===== config.mk =====
export PLATFORM = sky130hd
export DESIGN_NAME = ch_unpack
export DESIGN_NICKNAME = d
export VERILOG_FILES = /design/src/rtl/ch_unpack.sv
export SDC_FILE = /design/constraint.sdc
export NUM_CORES = 1
export LEC_CHECK = 0
export ABC_AREA = 1
export CAP_MARGIN = 30
export CORE_ASPECT_RATIO = 1.2
export CORE_MARGIN = 8
export CORE_UTILIZATION = 52
export CTS_CLUSTER_SIZE = 12
export DETAILED_ROUTE_END_ITERATION = 8
export PLACE_DENSITY = 0.84
export SLEW_MARGIN = 30
export SYNTH_ARGS = -nofsm -noshare
export SYNTH_HDL_FRONTEND = slang
export SYNTH_SLANG_ARGS = --single-unit

===== constraint.sdc =====
create_clock -name clk -period 3.8 [get_ports clk]
set_input_delay 0.95 -clock clk [delete_from_list [all_inputs] [get_ports clk]]
set_output_delay 0.95 -clock clk [all_outputs]
set_load 0.02 [all_outputs]

===== src/rtl/ch_unpack.sv =====
// Channel-burst unpacker: captures the sel=0..channels word sequence, validates ordering,
// and writes tagged words to the downstream FIFO with frame alignment and sticky status.
module ch_unpack #(
  parameter int DW        = 16,
  parameter int FRAME_LEN = 64
) (
  input  logic          clk,
  input  logic          reset_n,
  input  logic          en,
  input  logic          req_data,
  input  logic [2:0]    sel,
  input  logic [2:0]    channels,
  input  logic [DW-1:0] din,
  input  logic          fifo_full,
  input  logic          clear_status,
  output logic          fifo_wr,
  output logic [DW-1:0] fifo_data,
  output logic [1:0]    fifo_tag,
  output logic          overrun,
  output logic          seq_err,
  output logic [15:0]   burst_count
);

  localparam int FP_W = (FRAME_LEN > 1) ? $clog2(FRAME_LEN) : 1;
  localparam logic [FP_W-1:0] FP_LAST = FP_W'(FRAME_LEN - 1);

  typedef enum logic [1:0] {
    IDLE    = 2'd0,
    COLLECT = 2'd1,
    DROP    = 2'd2
  } state_t;

  state_t          state_r, state_s;
  logic [2:0]      exp_r, exp_s;
  logic [2:0]      last_r, last_s;
  logic [FP_W-1:0] frame_pos_r, frame_pos_s;
  logic            fifo_wr_r, wr_s;
  logic [DW-1:0]   fifo_data_r;
  logic [1:0]      fifo_tag_r, tag_s;
  logic            overrun_r, set_ovr_s;
  logic            seq_err_r, set_seq_s;
  logic [15:0]     burst_count_r;
  logic            count_s;
  logic            start_req_s;

  assign start_req_s = req_data && (sel == 3'd0);

  // Next-state and write decision; a burst start takes priority in every state
  always_comb begin
    state_s     = state_r;
    exp_s       = exp_r;
    last_s      = last_r;
    frame_pos_s = frame_pos_r;
    wr_s        = 1'b0;
    tag_s       = 2'b00;
    set_ovr_s   = 1'b0;
    set_seq_s   = 1'b0;
    count_s     = 1'b0;
    if (start_req_s) begin
      set_seq_s = (state_r == COLLECT);
      if (en) begin
        last_s      = channels;
        exp_s       = 3'd1;
        frame_pos_s = (frame_pos_r == FP_LAST) ? {FP_W{1'b0}} : frame_pos_r + {{(FP_W-1){1'b0}}, 1'b1};
        if (fifo_full) begin
          // Dropped ch0 word still consumes its frame slot
          set_ovr_s = 1'b1;
          state_s   = (channels == 3'd0) ? IDLE : DROP;
        end else begin
          wr_s    = 1'b1;
          tag_s   = {(frame_pos_r == {FP_W{1'b0}}), 1'b1};
          count_s = (channels == 3'd0);
          state_s = (channels == 3'd0) ? IDLE : COLLECT;
        end
      end else begin
        state_s = IDLE;
      end
    end else begin
      case (state_r)
        IDLE: state_s = IDLE;
        COLLECT: begin
          if (!req_data) begin
            set_seq_s = 1'b1;
            state_s   = IDLE;
          end else if (sel == exp_r) begin
            if (fifo_full) begin
              set_ovr_s = 1'b1;
              state_s   = DROP;
            end else begin
              wr_s = 1'b1;
              if (sel == last_r) begin
                count_s = 1'b1;
                state_s = IDLE;
              end else begin
                exp_s = exp_r + 3'd1;
              end
            end
          end else begin
            set_seq_s = 1'b1;
            state_s   = DROP;
          end
        end
        DROP:    state_s = req_data ? DROP : IDLE;
        default: state_s = IDLE;
      endcase
    end
  end

  // State, output and status registers
  always_ff @(posedge clk) begin
    if (!reset_n) begin
      state_r       <= IDLE;
      exp_r         <= 3'd0;
      last_r        <= 3'd0;
      frame_pos_r   <= {FP_W{1'b0}};
      fifo_wr_r     <= 1'b0;
      fifo_data_r   <= {DW{1'b0}};
      fifo_tag_r    <= 2'b00;
      overrun_r     <= 1'b0;
      seq_err_r     <= 1'b0;
      burst_count_r <= 16'd0;
    end else begin
      state_r     <= state_s;
      exp_r       <= exp_s;
      last_r      <= last_s;
      frame_pos_r <= frame_pos_s;
      fifo_wr_r   <= wr_s;
      fifo_tag_r  <= tag_s;
      if (wr_s) fifo_data_r <= din;
      if (set_ovr_s) overrun_r <= 1'b1;
      else if (clear_status) overrun_r <= 1'b0;
      if (set_seq_s) seq_err_r <= 1'b1;
      else if (clear_status) seq_err_r <= 1'b0;
      if (count_s) burst_count_r <= burst_count_r + 16'd1;
    end
  end

  assign fifo_wr     = fifo_wr_r;
  assign fifo_data   = fifo_data_r;
  assign fifo_tag    = fifo_tag_r;
  assign overrun     = overrun_r;
  assign seq_err     = seq_err_r;
  assign burst_count = burst_count_r;

endmodule


==> impl_results.md, run 1 <==
* Status: completed
* Clock transition at path regs at approximately 0.09 ns
* Share of async-settable or async-resettable flops after synthesis at 0
* I/O pin count at 65
* Final #Nets at 430
* Unique masters post-synth at 37
* CTS tree: yes
* DP HPWL at around 4300 um
* Max clock buf depth at 2
* Die width at 79.49 um
* Gate Count Post-Synth at approximately 330
* Core Area at roughly 4600 um^2
* Yosys reg bits at 51
* Crit. End Element: flop
* Gr usage total at 0.1605
* # setup viols final at 0
* Post-route cell area at 3246 um^2
* Routed vias/inst at 5.148
* Worst slew pin tran at 0.5167 ns
* Area delta synth->final at 29.05%
* Grt ovf at 0
* Post-synth top area cell: dfxtp_1
* Routability congestion estimate at 0.8417
* Pin count of the biggest net entering global routing at 31
* Number of routed nets with antenna violations at 0
* Synth top area share at 0.4060
* # rows at 27
* ANT cells at 0
* Vias in the first global route at 2320
* Top cells by area, synth: dfxtp_1 41%, nand2_1 12%, a21oi_2 6.3%
* Post-synth top cells: 78 x nand2_1, 51 x dfxtp_1, 36 x nor2_1
* RSZ-0062 raised after global routing: no
* Total CTS buffers at 5
* Initial core utilization at 0.5434
* Worst relative slew slack at 0.6524
* Wire length per cell at approximately 13 um
* Avg Cell Area, Syn at 7.552 um^2
* Iter 0 DRT Violations at between 100 and 150
* Worst Skew at between 0.01 and 0.015 ns
* Synth Warn # at 0
* Synth Cell Area at 2515 um^2
* Crit path max fanout at 30
* Worst Path Required at 4.00 ns
* DP Cell Count at roughly 450
* EDFF count, synth at 0
* Element type at the critical path start: primary input
* Minimum clock period at ~2.5 ns
* Antenna violations before repair at 0
* Critical Path AT at 2.68 ns
* Clock sinks at slightly above 50
* Resized cells post-CTS at 0
* Share of cells above drive strength 1 at 0.1338
* Primary flip-flop cell chosen by synthesis mapping: dfxtp_1
* Final instance count without filler cells at between 400 and 500
* TritonRoute pass-1 iters at 4
* Post-CTS setup buffers at 0
* Clock Latency Late Sink at around 0.31 ns
* F_max at around 400 MHz
* Pwr Density at between 200 and 300 nW/um^2
* Syn Nets at 367
* Hold Fails Final Rpt at 0
* Wirelength, routed at ~5800 um
* Worst VDD drop at roughly 0.00023 V
* Setup TNS at 0 ns
* Worst Hold Class: flop to flop
* Clk root buf: clkbuf_8
* Max H-tree Level at 2
* Post-detailed-route DRC marker count at 0
* Global-route wire length before repair at ~9700 um
* Final slew viol count at 0
* Fin crit share at 0.6537
* # hold bufs at CTS at 0
* Top-count cell post-synth: nand2_1
* Die Span Y at 92.18 um
* Leak at 0.001214 uW
* Vias at about 2300
* Max Cap Violations at 0
* Placed Area at 3158 um^2
* Buffers added on ports at 64
* Seq/Total Area, Yosys at 0.4060
* Final core occ at 0.7013
* Die Area at ~7300 um^2
* Kind of critical path: primary input to flop
-- state kept, by name, summed over array words and instances, names as in the netlist, 2 cells and up --
name         cells
burst_count     16
exp_r            3
fifo_data       16
fifo_tag         2
frame_pos_r      6
last_r           3
state_r          2
-- worst max-delay path: stages --
cell             delay, ns
clkdlybuf4s50_1       0.47
nor2_1                0.16
nand2_2               0.07
inv_2                 0.07
nand3_4               0.16
nor2_4                0.15
nand2_2               0.10
nand2_4               0.31
nand3_1               0.11
nand2_1               0.08
nor2_1                0.04
-- stage by stage --
stage               setup slack [ns]  hold slack, ns  total power [uW]
finish                         1.316          0.4681             931.4
global route                   1.156          0.4937             966.0
CTS                            1.313          0.4713             938.5
detailed placement            0.9897          0.4581             625.5
global placement               1.074          0.4485             624.7
floorplan                      1.828          0.4510             583.1
-- area by class of cell --
type | instances | area [um^2]
Multi-Input combinational cell | 238 | 1279
Clock inverter | 1 | 5.005
Fill cell | 366 | 1383
Inverter | 34 | 130.1
Timing Repair Buffer | 66 | 655.6
Tap cell | 58 | 72.57
Sequential cell | 51 | 1021
Clock buffer | 6 | 82.58
-- metal layers --
layer  track usage  vias up  share of wire
li1              -     1195              -
met1        0.1669     1068           0.41
met2        0.2811       66           0.48
met3       0.06738        8          0.097
met4       0.05108        0          0.010
met5             0        -              0
-- power breakdown --
| part | leakage (uW) | switching [uW] | total (uW) | internal (uW) |
|---|---|---|---|---|
| logic | 0.000756 | 35.4 | 73.9 | 38.6 |
| clock network | 0.0000470 | 176 | 319 | 143 |
| registers | 0.000411 | 1.90 | 539 | 537 |
| total | 0.00121 | 213 | 931 | 719 |
-- cell families (layout without fill, tap and decap cells) --
group,count (synthesis),in the layout,synth area share
xor gates and xnor gates,5,5,0.01742
and+or+nand+nor,173,173,0.3234
adders and majority gates,6,6,0.02985
DFF,51,51,0.4060
AOI/OAI and AO/OA,54,54,0.1378
buffers and inverters,44,107,0.08557
-- path summary, 6_finish.rpt --
| kind | slack [ns] | depth (start not counted) | end | startpoint |
|---|---|---|---|---|
| worst max-delay path | 1.32 | 11 | burst_count[2] | sel[0] |
| worst min register to register | 0.47 | 2 | fifo_data[1] | fifo_data[1] |
| worst max register to register | 2.09 | 6 | burst_count[14] | burst_count[0] |
| worst min-delay path | 0.47 | 2 | fifo_data[1] | fifo_data[1] |
-- cells in the final DEF (no fill, tap or decap), drive strengths merged, types with 6 or more instances in the layout --
cell / instances
a21oi: 44
clkbuf: 6
clkdlybuf4s50: 64
dfxtp: 51
ha: 6
inv: 33
nand2: 93
nand3: 23
nor2: 39
nor3: 11
o21ai: 7
Note: power is estimated with default switching activity, not from simulation.
==> run 2: changes to the inputs <==
--- a/config.mk
+++ b/config.mk
@@ -9,10 +9,10 @@
 export CAP_MARGIN = 30
 export CORE_ASPECT_RATIO = 1.2
 export CORE_MARGIN = 8
-export CORE_UTILIZATION = 52
+export CORE_UTILIZATION = 44
 export CTS_CLUSTER_SIZE = 12
 export DETAILED_ROUTE_END_ITERATION = 8
-export PLACE_DENSITY = 0.84
+export PLACE_DENSITY = 0.76
 export SLEW_MARGIN = 30
 export SYNTH_ARGS = -nofsm -noshare
 export SYNTH_HDL_FRONTEND = slang
==> constraint.sdc (replaced) <==
create_clock -name clk -period 2.01 [get_ports clk]
set_input_delay 0.5025 -clock clk [delete_from_list [all_inputs] [get_ports clk]]
set_output_delay 0.5025 -clock clk [all_outputs]
set_load 0.02 [all_outputs]
==> run 2 against run 1 <==
Against the previous run: clock power up 95%; cell area grew 6.9%; wire length grew 3.5%; total power grew 93%; setup slack got worse by 1.2 ns; critical path type is now flop to primary output; critical endpoint is now burst_count[6]; highest routed layer unchanged.
==> impl_results.md, run 2 (synthesis gave the netlist of run 1 again) <==
* Status: completed
* Leak at around 0.0013 uW
* Area of the multi-input gates at around 1300 um^2
* Max H-tree Level at 2
* Critical Path AT at between 1 and 1.5 ns
* Clock sinks at ~50
* Commonest cells after routing, fill and taps aside: 78 x nand2_1, 64 x clkdlybuf4s50_1, 51 x dfxtp_1
* Routability congestion estimate at between 0.8 and 0.9
* Grt ovf at 0
* Die Span Y at a little under 100 um
* Kind of critical path: flop to primary output
* Most common cell after layout, fill and taps aside: nand2_1
* CP top delay family: buffers and inverters
* Comb power frac at 0.086
* Worst Hold Class: flop to flop
* Resized cells post-CTS at 0
* Max stage delay on crit path at about 0.65 ns
* Post-detailed-route DRC marker count at 0
* Clock transition at path regs at around 0.09 ns
* Clock Latency Late Sink at between 0.3 and 0.4 ns
* Die Area at between 8000 and 9000 um^2
* Worst Skew at around 0.0079 ns
* Max Cap Violations at 0
* Gr usage total at 0.1479
* Die width at between 80 and 90 um
* Worst relative slew slack at 0.6259
* Hold Fails Final Rpt at 0
* CTS tree: yes
* Clock power share at 0.347
* Worst Path Required at about 1.5 ns
* Pint at roughly 1400 uW
* Iter 0 DRT Violations at 57
* Final slew viol count at 0
* TritonRoute pass-1 iters at 4
* Wirelength, routed at slightly below 6000 um
* F_max at around 530 MHz
* ANT cells at 0
* CP bufs+invs at 1
* Routed vias/inst at just under 5
* Sw Pwr at between 400 and 500 uW
* Max clock buf depth at 2
* Worst VDD drop at around 0.00045 V
* Buffers added on ports at 64
* Area delta synth->final at 37.91%
* Final core occ at 0.6201
* Post-CTS setup buffers at 0
* Pin count of the biggest net entering global routing at 20
* Initial core utilization at 0.4497
* Placed Area at approximately 3400 um^2
* Sequence of cells on the critical path: clkdlybuf4s50_1
* RSZ-0062 raised after global routing: no
* Register area at just over 1000 um^2
* Slowest-stage cell, CP: clkdlybuf4s50_1
* Sw Share at 0.2307
* # setup viols final at 0
* Crit. End Element: primary output
* Reg power frac at 0.568
* Fill cell count at around 500
* Worst slew pin tran at 0.5560 ns
* Post-route cell area at 3468 um^2
* Minimum clock period at approximately 1.9 ns
* Share of cells above drive strength 1 at 0.1755
* # rows at 30
* Flop-to-flop setup slack at approximately 0.29 ns
* Number of routed nets with antenna violations at 0
* Clk root buf: clkbuf_8
* # hold bufs at CTS at 0
* I/O pin count at 65
* Pwr Density at 517.4 nW/um^2
* Crit path max fanout at 6
* Global-route wire length before repair at slightly above 10000 um
* Total CTS buffers at 5
* Fin crit share at 0.9469
* Final #Nets at about 450
* Vias in the first global route at about 2400
* Antenna violations before repair at 0
* Element type at the critical path start: flop
* DP HPWL at about 4700 um
* Wire length per cell at around 12 um
* Vias at roughly 2400
* Core Area at between 5000 and 6000 um^2
==> run 2: final timing paths <==
path | startpoint | cells past startpoint | endpoint
hold / removal | fifo_data[3] | 2 | fifo_data[3]
hold reg to reg | fifo_data[3] | 2 | fifo_data[3]
setup / recovery | burst_count[6] | 1 | burst_count[6]
setup reg to reg | burst_count[0] | 6 | burst_count[14]
==> run 2: layout make-up <==
type	instances	area share
multi-input cells	238	0.3694
flip-flops and latches	51	0.2944
clock inverters	1	0.002525
clock buffers	7	0.02489
repair buffers	85	0.2482
inverters	34	0.03752
well taps	64	0.02309
==> run 2: per-layer routing <==
layer | GRT usage | vias to the layer above | part of all wire
met2 | 0.2645 | 62 | 0.49
li1 | - | 1227 | -
met3 | 0.05329 | 10 | 0.072
met5 | 0 | - | 0
met4 | 0.05220 | 0 | 0.015
met1 | 0.1540 | 1088 | 0.42
==> run 2: per-stage QoR <==
| step | total power (uW) | worst slack, ns | instances | setup TNS (ns) | hold WS (ns) |
|---|---|---|---|---|---|
| floorplan | 1102 | 0.4718 | 333 | 0 | 0.4510 |
| global placement | 1194 | -0.08167 | 472 | -1.454 | 0.4487 |
| detailed placement | 1196 | -0.1503 | 472 | -3.455 | 0.4545 |
| CTS | 1821 | 0.08594 | 480 | 0 | 0.4695 |
| global route | 1875 | 0.01962 | 480 | 0 | 0.4904 |
| finish | 1795 | 0.1067 | 480 | 0 | 0.4646 |
==> run 2: tightest hold or removal path, cell delays in order, from the launching register on <==
cell     delay [ns]
dfxtp_1        0.32
nand2_1        0.06
a21oi_1        0.05
==> run 2: power groups by stage <==
| stage | sequential (uW) | combinational, uW | clock [uW] |
|---|---|---|---|
| floorplan | 1050 | 57.1 | 0 |
| CTS | 1020 | 155 | 647 |
| detailed placement | 1040 | 154 | 0 |
| global placement | 1040 | 152 | 0 |
| finish | 1020 | 154 | 622 |
| global route | 1020 | 168 | 687 |
==> run 3: changes to the inputs <==
--- a/config.mk
+++ b/config.mk
@@ -8,11 +8,11 @@
 export ABC_AREA = 1
 export CAP_MARGIN = 30
 export CORE_ASPECT_RATIO = 1.2
-export CORE_MARGIN = 8
-export CORE_UTILIZATION = 44
+export CORE_UTILIZATION = 46
+export CTS_BUF_LIST = sky130_fd_sc_hd__clkbuf_4 sky130_fd_sc_hd__clkbuf_8
 export CTS_CLUSTER_SIZE = 12
 export DETAILED_ROUTE_END_ITERATION = 8
-export PLACE_DENSITY = 0.76
+export PLACE_DENSITY = 0.79
 export SLEW_MARGIN = 30
 export SYNTH_ARGS = -nofsm -noshare
 export SYNTH_HDL_FRONTEND = slang
==> run 3 against run 2 <==
Against the previous run: fmax is 1.1% lower; final cell count decreased by 0.42%; total power rose by 12%; clock skew about the same; setup slack worse by 0.022 ns; cell area rose by 0.76%; global-route usage up 5.5 points; via count shrank 1.8%; utilization increased by 4.4 points; largest power group unchanged.
==> impl_results.md, run 3 (synthesis gave the netlist of run 1 again) <==
* CP top delay family: buffers and inverters
* Leak at around 0.0014 uW
* Commonest cells after routing, fill and taps aside: 78 x nand2_1, 63 x clkdlybuf4s50_1, 51 x dfxtp_1
* Max clock buf depth at 2
* Worst relative slew slack at 0.7104
* DP Cell Count at between 400 and 500
* Total power at between 2000 and 2500 uW
* # rows at 29
* Core Area at ~5300 um^2
* Pwr Density at between 500 and 600 nW/um^2
* Post-CTS setup buffers at 0
* Post-place setup slack at -0.1588 ns
* Fill cell count at about 430
* Post-detailed-route DRC marker count at 0
* Worst VDD drop at 0.0004431 V
* Buffers added on ports at 64
* Minimum clock period at about 1.9 ns
* Clock Latency Late Sink at about 0.30 ns
* Setup crit start: burst_count[10]
* Hold Fails Final Rpt at 0
* Initial core utilization at 0.4780
* Max H-tree Level at 2
* Slowest-stage cell, CP: clkdlybuf4s50_1
* Worst path depth at 1
* Die Span Y at 83 um
* Area delta synth->final at 38.96%
* RSZ-0062 raised after global routing: no
* Iter 0 DRT Violations at 87
* Min-delay src: fifo_data[0]
* Critical Path AT at approximately 1.4 ns
* Worst slew pin tran at between 0.4 and 0.5 ns
* Die width at between 60 and 70 um
* Total CTS buffers at 5
* Antenna violations before repair at 0
* Max Cap Violations at 0
* Routed vias/inst at roughly 5
* Fin crit share at 0.9579
* Final worst slack at around 0.085 ns
* Final core occ at 0.6642
* CP bufs+invs at 1
* Global-route wire length before repair at between 9000 and 10000 um
* Clk root buf: clkbuf_8
* Final instance count without filler cells at 478
* I/O pin count at 65
* F_max at around 520 MHz
* Final slew viol count at 0
* Clock sinks at ~50
* Hold-critical path depth at 2
* Gr usage total at 0.2029
* Vias at ~2300
* Wire length per cell at between 10 and 15 um
* Worst Hold Class: flop to flop
* # setup viols final at 0
* Crit path max fanout at 7
* Worst Path Required at approximately 1.5 ns
* Resized cells post-CTS at 0
* Placed Area at 3356 um^2
* Routability congestion estimate at between 0.8 and 0.9
* Share of cells above drive strength 1 at 0.1755
* GRT busiest layer: met2
* Clock transition at path regs at 0.09 ns
* Number of routed nets with antenna violations at 0
* Status: completed
* Met2 GRT Util at 0.3689
* Die Area at between 5000 and 6000 um^2
* CTS tree: yes
* Crit. End Element: primary output
* Post-route cell area at about 3500 um^2
* Max stage delay on crit path at roughly 0.65 ns
* Met1 Usage GRT at 0.2261
* Sequence of cells on the critical path: clkdlybuf4s50_1
* Most common cell after layout, fill and taps aside: nand2_1
* Final #Nets at roughly 450
* ANT cells at 0
* Reg-to-reg startpoint: burst_count[0]
* Grt ovf at 0
* Worst Skew at roughly 0.0078 ns
* Kind of critical path: flop to primary output
* Wirelength, routed at 5531 um
* R2R cell count at 6
* DP HPWL at between 4000 and 5000 um
* # hold bufs at CTS at 0
* TritonRoute pass-1 iters at 5
* Pin count of the biggest net entering global routing at 28
* Element type at the critical path start: flop
* Vias in the first global route at between 2000 and 2500
* GR Layer Usage met3 at 0.05825
## run 3: changes by cell type in the layout (fill, tap and decap cells not counted), sizes merged
cell           change
bufinv             +2
clkinv             -1
dlymetal6s2s       +1
clkbuf             -1
clkdlybuf4s50      -1
## run 3: routing by layer
metal,share of wire,vias to the layer above
li1,-,1227
met1,0.42,1037
met2,0.49,69
met3,0.069,10
met4,0.019,0
met5,0,-
## run 3: worst min-delay path: stages, from the launching register on
cell	delay, ns
dfxtp_1	0.32
nand2_1	0.06
a21oi_1	0.05
## run 3: path summary, 6_finish.rpt
check                         end  slack (ns)
hold reg to reg      fifo_data[0]        0.47
setup / recovery  burst_count[10]        0.08
setup reg to reg  burst_count[14]        0.41
hold / removal       fifo_data[0]        0.47
## run 3: final cells by class
cell class | count | area (um^2) | area share
Clock inverter | 2 | 60.06 | 0.01719
Timing Repair Buffer | 85 | 850.8 | 0.2435
Clock buffer | 6 | 76.32 | 0.02184
Inverter | 34 | 130.1 | 0.03724
Multi-Input combinational cell | 238 | 1279 | 0.3659
Tap cell | 62 | 77.57 | 0.02220
Sequential cell | 51 | 1021 | 0.2922
## run 3: power breakdown
group	total (uW)	switching (uW)	internal, uW
sequential	1020	3.79	1010
combinational	157	71.3	85.3
clock	837	326	511
total	2010	401	1610
## run 3: stage by stage
stage	hold WS [ns]	setup TNS (ns)
6_report	0.4665	0
3_3_place_gp	0.4486	-3.594
3_5_place_dp	0.4544	-4.956
2_1_floorplan	0.4510	0
5_1_grt	0.4857	0
4_1_cts	0.4702	0
